$ cat src/rtl/serial_pattern_tx_if.sv
// Word-in / bit-out bus of the serial pattern transmitter.
// The master side supplies words; the slave side (the transmitter) drives the status and the serial line.
interface serial_pattern_tx_if #(
  parameter int WIDTH = 8
);
  logic [WIDTH-1:0] data_in;
  logic             valid_in;
  logic             ready_out;
  logic             x_out;
  logic             busy;
  logic             done;
  logic [7:0]       frame_cnt;

  modport master (
    output data_in, valid_in,
    input  ready_out, x_out, busy, done, frame_cnt
  );

  modport slave (
    input  data_in, valid_in,
    output ready_out, x_out, busy, done, frame_cnt
  );
endinterface

$ cat src/rtl/serial_pattern_tx.sv
// Parallel-to-serial frame transmitter: MSB-first frame of WIDTH bits, then GAP idle-low cycles.
// Moore outputs only; every output is decoded from registered state.
module serial_pattern_tx #(
  parameter int WIDTH = 8,
  parameter int GAP   = 2
) (
  input  logic                clk,
  input  logic                rst,
  serial_pattern_tx_if.slave  bus
);

  localparam int BIT_CW = $clog2(WIDTH);
  localparam int GAP_CW = (GAP > 1) ? $clog2(GAP) : 1;
  localparam logic [BIT_CW-1:0] BIT_LAST = BIT_CW'(WIDTH - 1);
  localparam logic [GAP_CW-1:0] GAP_LAST = GAP_CW'((GAP > 0) ? GAP - 1 : 0);

  typedef enum logic [1:0] {
    S_IDLE  = 2'd0,
    S_SHIFT = 2'd1,
    S_GAP   = 2'd2
  } state_t;

  state_t            r_state;
  state_t            w_next;
  logic [WIDTH-1:0]  r_shift;
  logic [BIT_CW-1:0] r_bit_cnt;
  logic [GAP_CW-1:0] r_gap_cnt;
  logic              r_done;
  logic [7:0]        r_frame_cnt;
  logic              w_accept;
  logic              w_frame_end;
  logic              w_bit_last;
  logic              w_gap_last;

  assign w_bit_last = (r_bit_cnt == BIT_LAST);
  assign w_gap_last = (r_gap_cnt == GAP_LAST);

  always_comb begin
    w_next      = r_state;
    w_accept    = 1'b0;
    w_frame_end = 1'b0;
    case (r_state)
      S_IDLE: begin
        if (bus.valid_in) begin
          w_accept = 1'b1;
          w_next   = S_SHIFT;
        end
      end
      S_SHIFT: begin
        if (w_bit_last) begin
          if (GAP == 0) begin
            w_next      = S_IDLE;
            w_frame_end = 1'b1;
          end else begin
            w_next = S_GAP;
          end
        end
      end
      S_GAP: begin
        if (w_gap_last) begin
          w_next      = S_IDLE;
          w_frame_end = 1'b1;
        end
      end
      default: w_next = S_IDLE;
    endcase
  end

  always_ff @(posedge clk) begin
    if (rst) begin
      r_state     <= S_IDLE;
      r_shift     <= '0;
      r_bit_cnt   <= '0;
      r_gap_cnt   <= '0;
      r_done      <= 1'b0;
      r_frame_cnt <= 8'd0;
    end else begin
      r_state <= w_next;
      r_done  <= w_frame_end;
      if (w_frame_end)
        r_frame_cnt <= r_frame_cnt + 8'd1;
      // Counters return to zero on their last value so they never wrap past their range.
      if (w_accept) begin
        r_shift   <= bus.data_in;
        r_bit_cnt <= '0;
      end else if (r_state == S_SHIFT) begin
        r_shift   <= {r_shift[WIDTH-2:0], 1'b0};
        r_bit_cnt <= w_bit_last ? '0 : r_bit_cnt + 1'b1;
      end
      if (r_state == S_GAP)
        r_gap_cnt <= w_gap_last ? '0 : r_gap_cnt + 1'b1;
      else
        r_gap_cnt <= '0;
    end
  end

  assign bus.ready_out = (r_state == S_IDLE);
  assign bus.busy      = (r_state != S_IDLE);
  assign bus.x_out     = (r_state == S_SHIFT) & r_shift[WIDTH-1];
  assign bus.done      = r_done;
  assign bus.frame_cnt = r_frame_cnt;

endmodule

$ cat src/flat_wrapper.sv
// flat-port wrapper written by rule: the top's interface ports become plain ports
module serial_pattern_tx_flat 
#(
  parameter int WIDTH = 8,
  parameter int GAP   = 2
)
  (clk, rst, bus_data_in, bus_valid_in, bus_ready_out, bus_x_out, bus_busy, bus_done, bus_frame_cnt);
  serial_pattern_tx_if #(.WIDTH(WIDTH)) bus_i ();
  input  logic clk;
  input  logic rst;
  input wire logic [$bits(bus_i.data_in)-1:0] bus_data_in;
  input wire logic [$bits(bus_i.valid_in)-1:0] bus_valid_in;
  output wire logic [$bits(bus_i.ready_out)-1:0] bus_ready_out;
  output wire logic [$bits(bus_i.x_out)-1:0] bus_x_out;
  output wire logic [$bits(bus_i.busy)-1:0] bus_busy;
  output wire logic [$bits(bus_i.done)-1:0] bus_done;
  output wire logic [$bits(bus_i.frame_cnt)-1:0] bus_frame_cnt;
  assign bus_i.data_in = bus_data_in;
  assign bus_i.valid_in = bus_valid_in;
  assign bus_ready_out = bus_i.ready_out;
  assign bus_x_out = bus_i.x_out;
  assign bus_busy = bus_i.busy;
  assign bus_done = bus_i.done;
  assign bus_frame_cnt = bus_i.frame_cnt;
  serial_pattern_tx #(.WIDTH(WIDTH), .GAP(GAP)) u_core (.clk(clk), .rst(rst), .bus(bus_i));
endmodule
$ cat config.mk
export PLATFORM = sky130hd
export DESIGN_NAME = serial_pattern_tx_flat
export DESIGN_NICKNAME = d
export VERILOG_FILES = /design/src/rtl/serial_pattern_tx_if.sv /design/src/rtl/serial_pattern_tx.sv /design/src/flat_wrapper.sv
export SDC_FILE = /design/constraint.sdc
export NUM_CORES = 1
export LEC_CHECK = 0
export ABC_AREA = 1
export BUFFER_PORTS_ARGS = -buffer_cell sky130_fd_sc_hd__buf_2
export CORE_MARGIN = 3
export CORE_UTILIZATION = 51
export DETAILED_ROUTE_END_ITERATION = 8
export PLACE_DENSITY = 0.76
export SYNTH_ARGS = -nofsm -noshare
export SYNTH_HDL_FRONTEND = slang
export SYNTH_SLANG_ARGS = --single-unit
$ cat constraint.sdc
create_clock -name clk -period 1.2 [get_ports clk]
set_input_delay 0.06 -clock clk [delete_from_list [all_inputs] [get_ports clk]]
set_output_delay 0.06 -clock clk [all_outputs]
set_load 0.05 [all_outputs]
After elaboration in Yosys (flattened, before gate mapping). Cells that the tools add are included.

Register bits after elaboration: 23. Bits in latches: 0. Bits in writable memories: 0. Memory bits (read-only): 0. Output and inout port bits: 12. Word-level logic and storage cells: 34. Memories: 0.

Add/sub/neg operators: 3. $mul: 0. Div/mod/pow operators: 0. Order comparisons: 0. Equality and inequality tests: 6. Shifts and indexed selects: 0. Mux-type cells: 11. Bitwise logic cells: 2. Reductions and logical operators: 6.

Operator list (count): two-way mux 8 bit (2); adder 8 x 1 -> 8 bit, second input constant (1); two-way mux 2 bit (3); case mux 2 bit (3 select lines) (1); two-way mux 1 bit (4); inequality test 2 x 1 -> 1 bit, second input constant (2); nonzero test 2 bit (2); adder 3 x 1 -> 3 bit, second input constant (1); equality test 3 bit, second input constant (1); two-way mux 3 bit (1); AND reduction 3 bit (1); OR reduction 3 bit (1); equality test 2 x 1 -> 1 bit, second input constant (1); equality test 2 bit, second input constant (1); zero test 2 bit (1); inequality test 2 bit, second input constant (1); OR reduction 2 bit (1); adder 1 bit, second input constant (1); bitwise AND 1 bit (1); NOT 1 bit (1).

Logic depth before layout (Yosys ltp).
Depth in word-level cells: 3. Gate-level depth with buffers: 6. Depth with buffers taken out: 6.

Least setup slack after synthesis. No wires, ideal clock.

Path kind: reg-to-reg. From: reg u_core.r_frame_cnt[0], in the netlist u_core.bus.frame_cnt[0]. To: reg u_core.r_frame_cnt[6], in the netlist u_core.bus.frame_cnt[6]. Library setup time: 0.115 ns. Data arrival time: 1.409 ns. Setup slack: -0.324 ns. Stages on the path, launching flop included: 7. Cell sequence: dfxtp_1 ha_1 nand3_1 nor2_4 nand3_1 nand2_1 nor2_1.

Longest elaborated chain between the ends: 1.

Ends and longest elaborated chain: from (decl) (RTL line serial_pattern_tx.sv:29) `logic [7:0] r_frame_cnt;`; from (signal assigned) (RTL line serial_pattern_tx.sv:81) `r_frame_cnt <= r_frame_cnt + 8'd1;`; adder 8 x 1 -> 8 bit (RTL line serial_pattern_tx.sv:81).

Every way passes these cells. A chain may end at the register's enable or synchronous reset.

Worst setup path after layout.
From: reg u_core.r_state[0]. To: out bus_x_out.

Longest elaborated chain between the ends: 2.

Ends and longest elaborated chain: from (decl) (RTL line serial_pattern_tx.sv:23) `state_t r_state;`; from (signal assigned) (RTL line serial_pattern_tx.sv:78) `r_state <= w_next;`; equality test 2 x 1 -> 1 bit (RTL line serial_pattern_tx.sv:99) `assign bus.x_out = (r_state == S_SHIFT) & r_shift[WIDTH-1];`; bitwise AND 1 bit (RTL line serial_pattern_tx.sv:99); to (decl) (RTL line flat_wrapper.sv:14) `output wire logic [$bits(bus_i.x_out)-1:0] bus_x_out;`.

Every way passes these cells.

==> PnR_summary.wiki <==
{| class="wikitable"
! Metric !! Value
|-
| Slack of the worst reg-to-reg path || 50 ps
|-
| Final HPWL from detailed placement || 1510 um
|-
| Wire length of the first global-routing pass || 3680 um
|-
| Largest fanout of any net on the critical path || 4
|-
| Number of vias in the routed layout || 955
|-
| DRC violation count after routing || 0
|-
| Number of DRC markers in iteration 0 || 24
|-
| Antenna diode instance count || 0
|-
| Row Count || 15
|-
| Number of hold buffers added after cts || 0
|-
| Count of synthesis-stage warnings from yosys || 0
|-
| Routed length on met1 || 1040 um
|-
| Kind of start point of the critical path || register
|-
| Endpoint of the lowest-slack register-to-register path || u_core.r_bit_cnt[1]
|-
| Crit Reg-Reg Startpoint || u_core.r_bit_cnt[0]
|-
| Wire per inst || 11.8 um
|-
| Worst IR Drop VDD || 0.746 mV
|-
| Max frequency || 821 MHz
|-
| TritonCTS clock tree || done
|-
| Max-slew violations || 0
|-
| Number of max-cap violations || 0
|-
| Commonest non-fill, non-tap cell in the layout || nand2_1
|-
| Final period utilization || 1.02
|-
| Ratio of routed vias to standard cells || 5.05
|-
| Type of destination of the critical path || primary output
|-
| Synthesized net count || 146
|-
| Stage delay of the slowest cell on the critical path || 390 ps
|-
| Horizontal die dimension || 50.8 um
|-
| Transition time of the tightest slew-check pin || 339 ps
|-
| Cells along the critical path || inv_4, nor2_4, inv_4, nor2_4, buf_8
|-
| Most frequent cells in the layout || nand2_1 (37), buf_2 (19), nand3_1 (15)
|-
| Cell with the largest stage delay on the worst path || dfxtp_4
|-
| Vert. Die Dim || 50.8 um
|-
| Count of pins on the block boundary || 23
|-
| Clock Path Buffers || 2
|-
| Metal2 WL || 1100 um
|-
| Starting density of the core || 0.567
|-
| Synthesized netlist cell count || 132
|-
| Final standard cell count with taps included and fillers excluded || 189
|-
| Sequential share of the synthesized area || 0.450
|-
| Pin count of the biggest net entering global routing || 16
|-
| Worst Skew || 0.758 ps
|-
| Crit. path cell count || 5
|-
| Vias in the first global route || 887
|-
| Slew HR || 0.774
|-
| Setup slack of the critical path after layout || -18.6 ps
|-
| Top delay family on crit path || flip-flops
|-
| Post-Syn Area per Cell || 7.74 sq um
|-
| Netlist area before placement || 1020 sq um
|-
| Count of endpoints failing setup in the final report || 1
|-
| Leakage || 0.597 nW
|-
| Flip-flop and latch count after synthesis || 23
|-
| CTS root buffer || clkbuf_4
|-
| Worst hold slack after final layout || 10.2 ps
|-
| GRT overflow || 0
|-
| Initial antenna violation count || 0
|-
| Area delta synth->final || 26.9%
|-
| Startpoint of the most critical setup path || u_core.r_state[0]
|-
| Overall power || 0.00135 W
|-
| Antenna violation net count after detailed routing || 0
|-
| Clock-pin transition on the worst setup and hold timing paths || 120 ps
|-
| Unrepaired setup endpoints after global routing || true
|-
| Hold path depth || 3
|-
| Category of the critical setup timing path || register to primary output
|-
| Count of port buffers added during placement || 22
|-
| Status || finished, violations left
|-
| Top layer used by detailed routing || met4
|-
| Worst slack at placement || 92.7 ps
|-
| Post-route minimum period || 1220 ps
|-
| CP Data Arrival Time || 1160 ps
|-
| Combined global-route utilization of all metal layers || 0.183
|-
| Final routed wirelength across all metal layers || 2230 um
|-
| Final weighted congestion of routability-driven global placement || 0.762
|-
| Total number of H-tree levels || 1
|-
| Data required time at the worst endpoint || 1140 ps
|-
| Clock Latency Late Sink || 300 ps
|-
| Routed wire length on met3 || 74 um
|-
| Total core area || 1800 sq um
|-
| Distinct cell type count after synthesis || 21
|-
| Final hold vios || 0
|-
| Layout cells sized above 1 || 0.335
|-
| Final #Nets || 179
|-
| Number of CTS-inserted buffers || 3
|-
| CP endpoint || bus_x_out
|-
| Number of clock sinks || 23
|-
| DR pass1 iterations || 5
|-
| Worst-case reg-to-reg path depth || 5
|-
| Class of the tightest hold or removal check || input port to register
|-
| Total buffers and inverters traversed by the critical path || 3
|-
| Cell Count Post-Placement || 178
|-
| Full die area || 2580 sq um
|-
| P per Cell Area || 1040 nW/um^2
|-
| Violations in the final reports || setup timing
|}
-- metrics by stage --
step,setup TNS (ps),utilization,area [sq um]
4_1_cts,-35.6,0.689,1240
6_report,-18.6,0.720,1300
2_1_floorplan,-11.7,-,1040
5_1_grt,-144,0.720,1300
3_3_place_gp,0,0.651,1170
3_5_place_dp,0,0.651,1170
-- final cells by class --
cell class | instances | area, sq um
inverter | 10 | 42.5
multi-input combinational | 95 | 512
fill | 144 | 504
clock buffer | 4 | 26.3
tap | 25 | 31.3
timing repair buffer | 32 | 204
sequential | 23 | 482
-- power breakdown --
part	internal (W)	total [W]	switching, W	leakage (nW)
Clock	0.000129	0.000350	0.000220	0.0150
Combinational	0.0000870	0.000206	0.000119	0.390
Sequential	0.000780	0.000796	0.0000156	0.192
-- worst min-delay path by stage --
stage / from / end
final: bus_data_in[0] / u_core.r_shift[0]
after global routing: bus_data_in[0] / u_core.r_shift[0]
after CTS: bus_data_in[0] / u_core.r_shift[0]
after detailed placement: bus_data_in[0] / u_core.r_shift[0]
after global placement: bus_data_in[0] / u_core.r_shift[0]
after floorplan: rst / u_core.r_shift[1]
-- timing repair --
| item | in CTS | in global routing |
|---|---|---|
| pin swaps | 0 | 3 |
| resized for setup | 10 | 6 |
| setup buffers | 2 | 5 |
| setup endpoints to repair | 3 | 5 |
| cloned | 0 | 0 |
-- flip-flops by register name, summed over array words and instances (netlist names) --
signal                cells
u_core.bus.done           1
u_core.bus.frame_cnt      8
u_core.r_bit_cnt          3
u_core.r_gap_cnt          1
u_core.r_shift            8
u_core.r_state            2
-- synthesized netlist by cell type --
library cell / n / area, sq um
o21bai_2: 1 / 11.3
nor2_8: 1 / 20.0
a31oi_1: 7 / 43.8
a21oi_1: 9 / 45.0
dfxtp_1: 23 / 460
buf_4: 1 / 7.51
buf_6: 1 / 11.3
nor2_4: 1 / 11.3
a21oi_2: 1 / 8.76
nor2_1: 14 / 52.6
nand2_1: 37 / 139
buf_2: 1 / 5.00
nor2_2: 2 / 12.5
clkbuf_1: 1 / 3.75
inv_2: 2 / 7.51
nand3_4: 1 / 17.5
nand3_1: 15 / 75.1
o21ai_0: 1 / 5.00
xor2_1: 2 / 17.5
ha_1: 3 / 37.5
inv_1: 8 / 30.0
-- worst reg2reg max path, cell delays in order (launching register included) --
cell and delay [ps]:
dfxtp_2 350, ha_1 200, ha_2 200, nor2_2 130
nand2_1 60, a21oi_1 140
-- logic make-up (layout without fill, tap and decap cells) --
kind of cell	Yosys count	in the layout	synth area share
AND/OR/NAND/NOR	71	71	0.321
flip-flops	23	23	0.450
AO/OA/AOI/OAI	19	19	0.111
buffers and inverters	14	46	0.0636
adder cells (fa/ha/maj)	3	3	0.0367
XOR/XNOR	2	2	0.0171
-- per-layer routing --
layer  vias to the layer above  GRT usage
li1                        497          -
met1                       437      0.219
met2                        19      0.320
met3                         2     0.0356
met4                         0     0.0673
met5                         -          0
Power figures use the tool's default switching activity.
